<file path="config.mk">
export PLATFORM = sky130hd
export DESIGN_NAME = weight_bank_loader
export DESIGN_NICKNAME = d
export VERILOG_FILES = /design/src/rtl/weight_pkg.sv /design/src/rtl/wbl_next_bit.sv /design/src/rtl/weight_bank_loader.sv
export SDC_FILE = /design/constraint.sdc
export NUM_CORES = 1
export LEC_CHECK = 0
export ABC_AREA = 1
export CORE_UTILIZATION = 30
export DETAILED_ROUTE_END_ITERATION = 10
export DONT_BUFFER_PORTS = 1
export PLACE_DENSITY = 0.43
export SKIP_CTS_REPAIR_TIMING = 1
export SYNTH_ARGS = -nofsm -noshare
export SYNTH_HDL_FRONTEND = slang
export SYNTH_SLANG_ARGS = --single-unit
</file>
<file path="constraint.sdc">
create_clock -name clk -period 1.71 [get_ports clk]
set_input_delay 0.0855 -clock clk [delete_from_list [all_inputs] [get_ports clk]]
set_output_delay 0.0855 -clock clk [all_outputs]
set_load 0.05 [all_outputs]
</file>
<file path="src/rtl/weight_pkg.sv">
// rtl/weight_pkg.sv - shared weight pipeline state and control mode encodings
package weight_pkg;

   typedef enum logic [1:0] {
      ST_IDLE = 2'd0,
      ST_FILL = 2'd1,
      ST_DONE = 2'd2
   } wbl_state_t;

   typedef enum logic [1:0] {
      MODE_IDLE  = 2'd0,
      MODE_LOAD  = 2'd1,
      MODE_LAYER = 2'd2
   } ctrl_mode_t;

endpackage

</file>
<file path="src/rtl/wbl_next_bit.sv">
// rtl/wbl_next_bit.sv - finds lowest set mask bit, or next set bit above ptr
module wbl_next_bit
   import weight_pkg::*;
#(
   parameter int N  = 4,
   parameter int PW = 2
) (
   input  logic [N-1:0]  i_mask,
   input  logic [PW-1:0] i_ptr,
   input  logic          i_find_first,
   output logic [PW-1:0] o_idx,
   output logic          o_last
);

   logic w_found;

   // o_last: no qualifying set bit exists, i.e. i_ptr was the highest one
   always_comb begin
      w_found = 1'b0;
      o_idx   = '0;
      for (int i = 0; i < N; i++) begin
         if (!w_found && i_mask[i] && (i_find_first || (PW'(i) > i_ptr))) begin
            w_found = 1'b1;
            o_idx   = PW'(i);
         end
      end
      o_last = !w_found;
   end

endmodule

</file>
<file path="src/rtl/weight_bank_loader.sv">
// rtl/weight_bank_loader.sv - writes one streamed weight into each masked MAC slot in ascending order
module weight_bank_loader
   import weight_pkg::*;
#(
   parameter int N_MACS = 4,
   parameter int DATA_W = 8
) (
   input  logic                     clk,
   input  logic                     rst,
   input  logic [N_MACS-1:0]        weight_ctrl,
   input  logic                     w_valid,
   input  logic [DATA_W-1:0]        w_data,
   output logic                     w_ready,
   output logic [N_MACS*DATA_W-1:0] weight_out,
   output logic [N_MACS-1:0]        weight_vld,
   output logic                     load_done,
   output logic                     loading
);

   localparam int PW = (N_MACS > 1) ? $clog2(N_MACS) : 1;

   wbl_state_t        r_state, w_state_nx;
   logic [N_MACS-1:0] r_mask, w_mask_nx;
   logic [PW-1:0]     r_ptr, w_ptr_nx;
   logic [DATA_W-1:0] r_slot [N_MACS];
   logic [DATA_W-1:0] w_slot_nx [N_MACS];
   logic [N_MACS-1:0] r_vld, w_vld_nx;
   logic              r_done, w_done_nx;

   logic              w_find_first;
   logic [N_MACS-1:0] w_search_mask;
   logic [PW-1:0]     w_idx;
   logic              w_last;
   logic              w_accept;

   // Outside an unchanged-mask FILL we always search the incoming mask from bit 0
   assign w_find_first  = (r_state != ST_FILL) || (weight_ctrl != r_mask);
   assign w_search_mask = w_find_first ? weight_ctrl : r_mask;

   wbl_next_bit #(.N(N_MACS), .PW(PW)) u_next_bit (
      .i_mask       (w_search_mask),
      .i_ptr        (r_ptr),
      .i_find_first (w_find_first),
      .o_idx        (w_idx),
      .o_last       (w_last)
   );

   assign w_ready   = (r_state == ST_FILL);
   assign loading   = (r_state == ST_FILL);
   assign load_done = r_done;
   assign weight_vld = r_vld;
   assign w_accept  = w_valid && w_ready;

   for (genvar g = 0; g < N_MACS; g++) begin : g_out
      assign weight_out[g*DATA_W +: DATA_W] = r_slot[g];
   end

   always_ff @(posedge clk or posedge rst) begin
      if (rst) begin
         r_state <= ST_IDLE;
         r_mask  <= '0;
         r_ptr   <= '0;
         r_vld   <= '0;
         r_done  <= 1'b0;
         for (int i = 0; i < N_MACS; i++) r_slot[i] <= '0;
      end else begin
         r_state <= w_state_nx;
         r_mask  <= w_mask_nx;
         r_ptr   <= w_ptr_nx;
         r_vld   <= w_vld_nx;
         r_done  <= w_done_nx;
         for (int i = 0; i < N_MACS; i++) r_slot[i] <= w_slot_nx[i];
      end
   end

   always_comb begin
      w_state_nx = r_state;
      w_mask_nx  = r_mask;
      w_ptr_nx   = r_ptr;
      w_vld_nx   = r_vld;
      w_done_nx  = 1'b0;
      for (int i = 0; i < N_MACS; i++) w_slot_nx[i] = r_slot[i];

      case (r_state)
         ST_IDLE: begin
            if (weight_ctrl != '0) begin
               w_mask_nx  = weight_ctrl;
               w_vld_nx   = r_vld & ~weight_ctrl;
               w_ptr_nx   = w_idx;
               w_state_nx = ST_FILL;
            end
         end
         ST_FILL: begin
            if (weight_ctrl == '0) begin
               // Abort still honours a beat handshaken this cycle
               if (w_accept) begin
                  w_slot_nx[r_ptr] = w_data;
                  w_vld_nx[r_ptr]  = 1'b1;
               end
               w_mask_nx  = '0;
               w_ptr_nx   = '0;
               w_state_nx = ST_IDLE;
            end else if (weight_ctrl != r_mask) begin
               w_mask_nx  = weight_ctrl;
               w_vld_nx   = r_vld & ~weight_ctrl;
               w_ptr_nx   = w_idx;
            end else if (w_accept) begin
               w_slot_nx[r_ptr] = w_data;
               w_vld_nx[r_ptr]  = 1'b1;
               if (w_last) begin
                  w_state_nx = ST_DONE;
                  w_done_nx  = 1'b1;
               end else begin
                  w_ptr_nx = w_idx;
               end
            end
         end
         ST_DONE: begin
            if (weight_ctrl == '0) begin
               w_mask_nx  = '0;
               w_ptr_nx   = '0;
               w_state_nx = ST_IDLE;
            end else if (weight_ctrl != r_mask) begin
               w_mask_nx  = weight_ctrl;
               w_vld_nx   = r_vld & ~weight_ctrl;
               w_ptr_nx   = w_idx;
               w_state_nx = ST_FILL;
            end
         end
         default: begin
            w_state_nx = ST_IDLE;
         end
      endcase
   end

endmodule
</file>
==> flow_metrics.tcl, run 1 <==
set metrics [dict create \
    outcome "finished clean" \
    worst_pin_slew_ps 590 \
    setup_viol_count_final 0 \
    grt_pass1_vias 1653 \
    gr-total-overflow 0 \
    die_area_um2 7820 \
    vias_per_cell 4.50 \
    drc 0 \
    crit_type "flip-flop to flip-flop" \
    fin_skew_ps 4.79 \
    rsz0062_at_grt "yes" \
    drt_iter0_markers 48 \
    routedWlPerCell_um 14.0 \
    grt_first_pass_wirelength_mm 8.34 \
    path_clk_slew_ps 100 \
    syn_nets 276 \
    cp_common_cell "nand2_2" \
    yosys.cell_types.count 27 \
    core_um2 7250 \
    syn_area_um2 2240 \
    met1_usage_pct 17.9 \
    slew_viol_final 0 \
    syn_avg_cell_area_um2 8.71 \
    portBuffers 0 \
    hpwl_mm 3.94 \
    synth_cells 257 \
    crit_family "simple AND/OR/NAND/NOR gates" \
    drtPass1Iterations 4 \
    ant_nets 0 \
    worstPathCellList "inv_1 > nand2_1 > nand2_2 > nor2_4 > buf_4 > nand4_1 > nand2_2 > nor2_4 > nand2_4 > clkinv_2 > nand2_2 > nand2_2 > nand2_1 > nand2_1" \
    die_h_um 88.4 \
    met2_usage_pct 23.4 \
    synth_seq_area_share_pct 50.3 \
    antenna_found_initial 0 \
    slew_headroom_pct 60.6 \
    ir_drop_v 0.000841 \
    crit_required_ps 1910 \
    start_util_pct 30.9 \
    globalRoute.busiestLayer "met2" \
    cp_max_fo 4 \
    setup_ws_ps 48.4 \
    cts_tree "built" \
    cts_sinks 45 \
    numCtsBuffers 5 \
    clock.fmax_mhz 602 \
    rows 31 \
    min_path_type "primary input to flip-flop" \
    powerDensity_nw_per_um2 1750 \
    routed-via-count 1683 \
    final_layout_size_suffix_gt1_share_pct 29.8 \
    cp-start-kind "flip-flop" \
    cts_buffer_depth 2 \
    finalCritPeriodShare_pct 97.2 \
    post-place-ws_ps -0.458 \
    grt_util_met3_pct 5.22 \
    ys_seq_elements 45 \
    diodes 0 \
    areaGrowthSynthToFinish_pct 18.7 \
    maxCapViolCount 0 \
    fp.dieW_um 88.4 \
    arrival_ps 1860 \
    clock_latency_ps 300 \
    period_minus_slack_ps 1660 \
    worst_hold_slack_ps 2.86 \
    nets 293 \
    ctsHtreeMaxLevel 2 \
    yosys_warnings 0 \
    leakage_nw 1.35 \
    gp_congestion 0.826 \
    crit_path_end_kind "flip-flop" \
    ios 54 \
    cp.buffers_inverters 3 \
    hold_violations 0 \
    grt_use_total_pct 14.6 \
    crit_slowest_cell "dfrtp_1" \
    ctsRootBufferMaster "clkbuf_8" \
    max_stage_delay_ps 410 \
    grt_start_max_net_pins 27 \
    wirelength_mm 5.24 \
]
## power by group
group	internal (W)	switching (W)	leakage, nW
sequential	0.00137	0.00123	0.596
clock	0.000446	0.000408	0.0563
combinational	0.000471	0.000732	0.701
## cell families (layout without fill, tap and decap cells)
family,count (synthesis),count (layout),synth area share [%]
adder cells (fa/ha/maj),4,4,2.23
AO/OA/AOI/OAI,47,47,13.6
buffers and inverters,37,55,7.26
AND/OR/NAND/NOR,124,124,26.6
flip-flops,45,45,50.3
## area by class of cell
class,instances,area (µm²)
Tap cell,99,124
Sequential cell,45,1130
Inverter,31,118
Multi-Input combinational cell,175,1030
Timing Repair Buffer,16,140
Clock buffer,5,68.8
Clock inverter,3,48.8
Fill cell,760,4600
## flip-flops by register name, indices dropped and copies added (netlist names)
register    count
load_done       1
r_state         2
weight_out     32
r_mask          4
weight_vld      4
r_ptr           2
## worst paths after layout
path,start,end,slack [ps],depth (start not counted)
max,r_mask[3]$_DFFE_PP0P_,r_ptr[0]$_DFFE_PP0P_,50,14
max in group asynchronous,rst,weight_out[19]$_DFFE_PP0P_,910,3
max reg2reg,r_mask[3]$_DFFE_PP0P_,r_ptr[0]$_DFFE_PP0P_,50,14
min in group asynchronous,rst,r_mask[0]$_DFFE_PP0P_,290,2
min reg2reg,r_ptr[0]$_DFFE_PP0P_,r_ptr[0]$_DFFE_PP0P_,530,2
min,weight_ctrl[0],r_mask[0]$_DFFE_PP0P_,3,2
## Yosys cell counts
master    number  area, µm²
nand4_1        5       31.3
nor2_2         2       12.5
nand4_4        1       21.3
nand3_1        5       25.0
buf_6          2       22.5
a21oi_1        1       5.00
buf_4          1       7.51
a31o_2         1       8.76
inv_2          6       22.5
ha_1           4       50.1
o21ai_2       16        140
o31ai_1        1       7.51
dfrtp_1       45       1130
nor4_1         1       6.26
o211ai_1       1       7.51
inv_1         24       90.1
nand2_4        4       45.0
a31oi_1        1       6.26
buf_2          3       15.0
nand2_1       79        297
o21ai_0       26        130
nor2_4         3       33.8
nor3_1         2       10.0
nand2_2       10       62.6
nand3_2        1       10.0
nor2_1        11       41.3
clkinv_2       1       5.00
## layout by cell type, fill, tap and decap left out, drive strengths merged
| cell | count |
|---|---|
| nand2 | 93 |
| dfrtp | 45 |
| o21ai | 42 |
| inv | 31 |
| nor2 | 16 |
| buf | 13 |
| nand4 | 6 |
| nand3 | 6 |
| clkbuf | 5 |
| ha | 4 |
| dlygate4sd3 | 3 |
| nor3 | 2 |
| o211ai | 1 |
| o31ai | 1 |
| clkinv | 1 |
| a31oi | 1 |
| nor4 | 1 |
| a21oi | 1 |
| a31o | 1 |
| bufinv | 1 |
| clkinvlp | 1 |
## per-stage QoR
step / util, % / cells / instance area (µm²) / TNS (ps) / total power, W
floorplan: - / 257 / 2260 / 0 / 0.00346
global placement: 33.1 / 357 / 2400 / -30.3 / 0.00373
detailed placement: 33.1 / 357 / 2400 / -0.458 / 0.00374
CTS: 34.7 / 365 / 2520 / -33.7 / 0.00460
global route: 36.6 / 374 / 2660 / -1420 / 0.00493
finish: 36.6 / 374 / 2660 / 0 / 0.00466
## layer usage
layer	share of wire, %	vias to the layer above
li1	-	850
met1	44	781
met2	46	45
met3	8.2	7
met4	1.6	0
met5	0	-
No activity file was read; power rests on OpenSTA's default activity.
==> run 2, diff against run 1 <==
--- a/config.mk
+++ b/config.mk
@@ -6,6 +6,7 @@
 export NUM_CORES = 1
 export LEC_CHECK = 0
 export ABC_AREA = 1
+export CORE_ASPECT_RATIO = 0.9
 export CORE_UTILIZATION = 30
 export DETAILED_ROUTE_END_ITERATION = 10
 export DONT_BUFFER_PORTS = 1
==> run 2 against run 1 <==
Compared with the run above: the flow now finishes with violations (hold timing); global-route usage is 0.21 points higher; design area is 1.3% lower; via count is 0.18% lower; routed wire length is 4.6% higher; clock power is 7.1% lower; count of clock-buffer cells in the layout stayed put; core utilization is 0.066 points higher; worst setup slack worse by 9.2 ps; clock skew is 3.0 ps higher; final cell count is 1.9% lower; largest power group unchanged.
==> flow_metrics.tcl, run 2 (same netlist as run 1, synthesis figures left out) <==
set metrics [dict create \
    outcome "finished with violations" \
    violations "hold timing" \
    final_util_pct 36.7 \
    final_layout_size_suffix_gt1_share_pct 31.8 \
    setup_ws_ps 39.2 \
    routedWlPerCell_um 14.9 \
    period_minus_slack_ps 1670 \
    die_h_um 84.0 \
    worst_hold_slack_ps -16.9 \
    ctsRootBufferMaster "clkbuf_8" \
    cp_max_fo 5 \
    cp_common_cell "nand2_1" \
    routed-via-count 1680 \
    worstPathCellList "inv_1 > nand2_1 > nand2_2 > nor2_4 > nand3_4 > nand2_1 > inv_2 > nor2_2 > nand2_4 > nor4_1" \
    hold_violations 1 \
    portBuffers 0 \
    cts_tree "built" \
    nFillCells 732 \
    grt_pass1_vias 1622 \
    diodes 0 \
    grt_use_total_pct 14.8 \
    arrival_ps 1840 \
    crit_type "flip-flop to flip-flop" \
    hold_path_depth 2 \
    crit_path_end_kind "flip-flop" \
    wirelength_mm 5.48 \
    cts_buffer_depth 2 \
    die_area_um2 7820 \
    drt_iter0_markers 108 \
    hpwl_mm 4.08 \
    numCtsBuffers 5 \
    drtPass1Iterations 4 \
    finalCritPeriodShare_pct 97.7 \
    drc 0 \
    min_path_type "primary input to flip-flop" \
    final_common_cell "nand2_1" \
    grt_start_max_net_pins 30 \
    clock_latency_ps 300 \
    antenna_found_initial 0 \
    rows 29 \
    final_area_um2 2620 \
    post_dp_cell_area_um2 2380 \
    path_clk_slew_ps 90 \
    ios 54 \
    core_um2 7150 \
    post-place-ws_ps 6.86 \
    vias_per_cell 4.58 \
    setup_viol_count_final 0 \
    start_util_pct 31.3 \
    maxCapViolCount 0 \
    fp.dieW_um 93.1 \
    gp_congestion 0.789 \
    areaGrowthSynthToFinish_pct 17.2 \
    crit_required_ps 1870 \
    final_cell_mix "69 x nand2_1, 45 x dfrtp_1, 25 x o21ai_0" \
    totalPowerFinal_w 0.00466 \
    gr-total-overflow 0 \
    powerDensity_nw_per_um2 1780 \
    leakage_nw 1.35 \
    slew_headroom_pct 59.3 \
    reg2reg_depth 10 \
    cts_sinks 45 \
    ctsHtreeMaxLevel 2 \
    crit_slowest_cell "dfrtp_1" \
    max_stage_delay_ps 380 \
    fin_skew_ps 7.79 \
    slew_viol_final 0 \
    largest_reg_flops 32 \
    cp-start-kind "flip-flop" \
    worst_pin_slew_ps 609 \
    rsz0062_at_grt "yes" \
    grt_first_pass_wirelength_mm 8.87 \
    nets 293 \
    ant_nets 0 \
    clock.fmax_mhz 599 \
    ir_drop_v 0.000491 \
]
run 2: per-layer routing:
layer | vias to the layer above | share of wire [%] | GRT usage, %
met5 | - | 0 | 0
met4 | 0 | 1.1 | 4.20
met3 | 6 | 6.2 | 4.83
met2 | 34 | 43 | 20.1
met1 | 785 | 49 | 22.2
li1 | 855 | - | -
run 2: critical path: cells and delay by family (launching register included):
family	cells	cell delay, ps
AND/OR/NAND/NOR	8	1060
flip-flops	1	380
buffers and inverters	2	100
run 2: where the power goes:
group | total, W | internal, W | switching, W
Combinational | 0.00127 | 0.000501 | 0.000771
Clock | 0.000793 | 0.000425 | 0.000367
Sequential | 0.00260 | 0.00137 | 0.00123
Total | 0.00466 | 0.00230 | 0.00236
run 2: worst paths after layout:
check / to / slack [ps] / from
worst min register to register: r_mask[0]$_DFFE_PP0P_ / 540 / r_mask[0]$_DFFE_PP0P_
worst min-delay path: r_mask[3]$_DFFE_PP0P_ / -20 / weight_ctrl[3]
worst max-delay path: load_done$_DFF_PP0_ / 40 / r_mask[0]$_DFFE_PP0P_
max in group asynchronous: weight_out[5]$_DFFE_PP0P_ / 790 / rst
worst max register to register: load_done$_DFF_PP0_ / 40 / r_mask[0]$_DFFE_PP0P_
min in group asynchronous: weight_vld[1]$_DFFE_PP0P_ / 310 / rst
run 2: layout make-up:
type	instances	area, µm²	share of cell area (%)
clock inverters	2	35.0	1.34
multi-input cells	175	1030	39.3
inverters	31	119	4.53
repair buffers	16	126	4.82
clock buffers	5	68.8	2.62
well taps	93	116	4.43
flip-flops and latches	45	1130	42.9
run 2: stage by stage:
step                setup TNS, ps  cells
finish                          0    367
floorplan                       0    257
global route                -1180    367
CTS                         -25.5    358
global placement            -68.7    351
detailed placement              0    351
==> run 3, diff against run 2 <==
--- a/config.mk
+++ b/config.mk
@@ -7,10 +7,10 @@
 export LEC_CHECK = 0
 export ABC_AREA = 1
 export CORE_ASPECT_RATIO = 0.9
-export CORE_UTILIZATION = 30
+export CORE_UTILIZATION = 40
 export DETAILED_ROUTE_END_ITERATION = 10
 export DONT_BUFFER_PORTS = 1
-export PLACE_DENSITY = 0.43
+export PLACE_DENSITY = 0.54
 export SKIP_CTS_REPAIR_TIMING = 1
 export SYNTH_ARGS = -nofsm -noshare
 export SYNTH_HDL_FRONTEND = slang
==> run 3 against run 2 <==
Compared with the run above: the flow still finishes with violations (hold timing); final cell count decreased by 8.7%; flip-flop and latch count unchanged; combinational power decreased by 6%; critical endpoint is now r_ptr[0]$_DFFE_PP0P_; global-route usage up 2.8 points; largest cell class unchanged.
==> flow_metrics.tcl, run 3 (same netlist as run 1, synthesis figures left out) <==
set metrics [dict create \
    outcome "finished with violations" \
    violations "hold timing" \
    fin_skew_ps 3.77 \
    period_minus_slack_ps 1690 \
    worst_hold_slack_ps -6.32 \
    clock_latency_ps 290 \
    cts_sinks 45 \
    vias_per_cell 4.98 \
    min_path_type "primary input to flip-flop" \
    numCtsBuffers 5 \
    drc 0 \
    leakage_nw 1.33 \
    drt_iter0_markers 98 \
    rsz0062_at_grt "yes" \
    fp.dieW_um 80.9 \
    r2r_setup_slack_ps 20 \
    slew_headroom_pct 65.3 \
    final_common_cell "nand2_1" \
    portBuffers 0 \
    nFillCells 517 \
    hold_path_depth 2 \
    ant_nets 0 \
    ctsRootBufferMaster "clkbuf_8" \
    hold_violations 1 \
    cp_common_cell "nand2_1" \
    post_dp_cell_area_um2 2350 \
    clock.fmax_mhz 593 \
    slew_viol_final 0 \
    totalPowerFinal_w 0.00461 \
    grt_pass1_vias 1509 \
    start_util_pct 42.1 \
    rows 25 \
    ir_drop_v 0.000856 \
    cts_tree "built" \
    crit_type "flip-flop to flip-flop" \
    die_h_um 73.0 \
    grt_first_pass_wirelength_mm 7.76 \
    grt_start_max_net_pins 21 \
    cp.depth 10 \
    crit_path_end_kind "flip-flop" \
    ios 54 \
    routed-via-count 1667 \
    diodes 0 \
    final_area_um2 2580 \
    worst_pin_slew_ps 520 \
    path_clk_slew_ps 80 \
    powerDensity_nw_per_um2 1790 \
    cp-start-kind "flip-flop" \
    drtPass1Iterations 4 \
    cp.buffers_inverters 2 \
    reg2reg_depth 10 \
    ctsHtreeMaxLevel 2 \
    max_stage_delay_ps 440 \
    hpwl_mm 3.67 \
    routedWlPerCell_um 14.9 \
    die_area_um2 5900 \
    maxCapViolCount 0 \
    cp_max_fo 5 \
    largest_reg_flops 32 \
    final_util_pct 48.4 \
    antenna_found_initial 0 \
    grt_use_total_pct 17.6 \
    cts_buffer_depth 2 \
    final_layout_size_suffix_gt1_share_pct 30.6 \
    worstPathCellList "inv_1 > ha_1 > nand2_1 > nand2_1 > inv_2 > nand2_1 > a31oi_2 > nand2_4 > nand2_2 > nand2_2" \
    nets 286 \
    crit_family "flip-flops" \
    core_um2 5320 \
    setup_viol_count_final 0 \
    multi_input_area_um2 1060 \
    finalCritPeriodShare_pct 98.6 \
    wirelength_mm 5.00 \
    crit_required_ps 1900 \
    final_cell_mix "67 x nand2_1, 45 x dfrtp_1, 26 x o21ai_0" \
    gr-total-overflow 0 \
    arrival_ps 1870 \
    gp_congestion 0.865 \
    register_area_um2 1130 \
    areaGrowthSynthToFinish_pct 15.0 \
    crit_slowest_cell "dfrtp_1" \
]
run 3: cell count changes in the layout (fill, tap and decap cells not counted), moves of 2 or more:
cell / change
nand2_4: +2
nand2_1: -2
buf_4: -6
inv_2: -2
nand3_2: +2
nand3_1: -2
inv_1: +2
run 3: worst reg2reg max path: stages, from the launching register on:
cell     delay, ps
dfrtp_1        440
inv_1           90
ha_1           220
nand2_1         90
nand2_1         60
inv_2          110
nand2_1         80
a31oi_2        300
nand2_4         90
nand2_2         70
nand2_2         50
run 3: per-layer routing:
| layer | wire [µm] | track usage (%) | vias to the layer above | share of wire, % |
|---|---|---|---|---|
| li1 | - | - | 844 | - |
| met1 | 2640 | 27.8 | 782 | 53 |
| met2 | 2010 | 22.4 | 39 | 40 |
| met3 | 319 | 5.63 | 2 | 6.4 |
| met4 | 27 | 4.76 | 0 | 0.54 |
| met5 | 0 | 0 | - | 0 |
run 3: stage by stage:
| stage | worst slack (ps) | setup TNS, ps | cells |
|---|---|---|---|
| floorplan | 14.9 | 0 | 257 |
| global placement | 9.62 | 0 | 325 |
| detailed placement | 23.5 | 0 | 325 |
| CTS | 2.29 | 0 | 333 |
| global route | -123 | -2050 | 335 |
| finish | 23.6 | 0 | 335 |
run 3: cell type report:
type | instances | share of cell area (%)
flip-flops and latches | 45 | 43.7
multi-input cells | 175 | 41.2
inverters | 31 | 4.61
clock buffers | 7 | 3.35
well taps | 67 | 3.25
repair buffers | 9 | 2.72
clock inverters | 1 | 1.17
run 3: worst paths after layout:
path / from / endpoint
worst max register to register: r_state[0]$_DFFE_PP0P_ / r_ptr[0]$_DFFE_PP0P_
min in group asynchronous: rst / r_ptr[1]$_DFFE_PP0P_
max in group asynchronous: rst / weight_vld[2]$_DFFE_PP0P_
worst min register to register: r_mask[1]$_DFFE_PP0P_ / r_mask[1]$_DFFE_PP0P_
worst max-delay path: r_state[0]$_DFFE_PP0P_ / r_ptr[0]$_DFFE_PP0P_
worst min-delay path: weight_ctrl[3] / r_mask[3]$_DFFE_PP0P_
run 3: power breakdown:
part / switching (W) / internal [W]
clock: 0.000354 / 0.000477
combinational: 0.000755 / 0.000435
sequential: 0.00122 / 0.00137
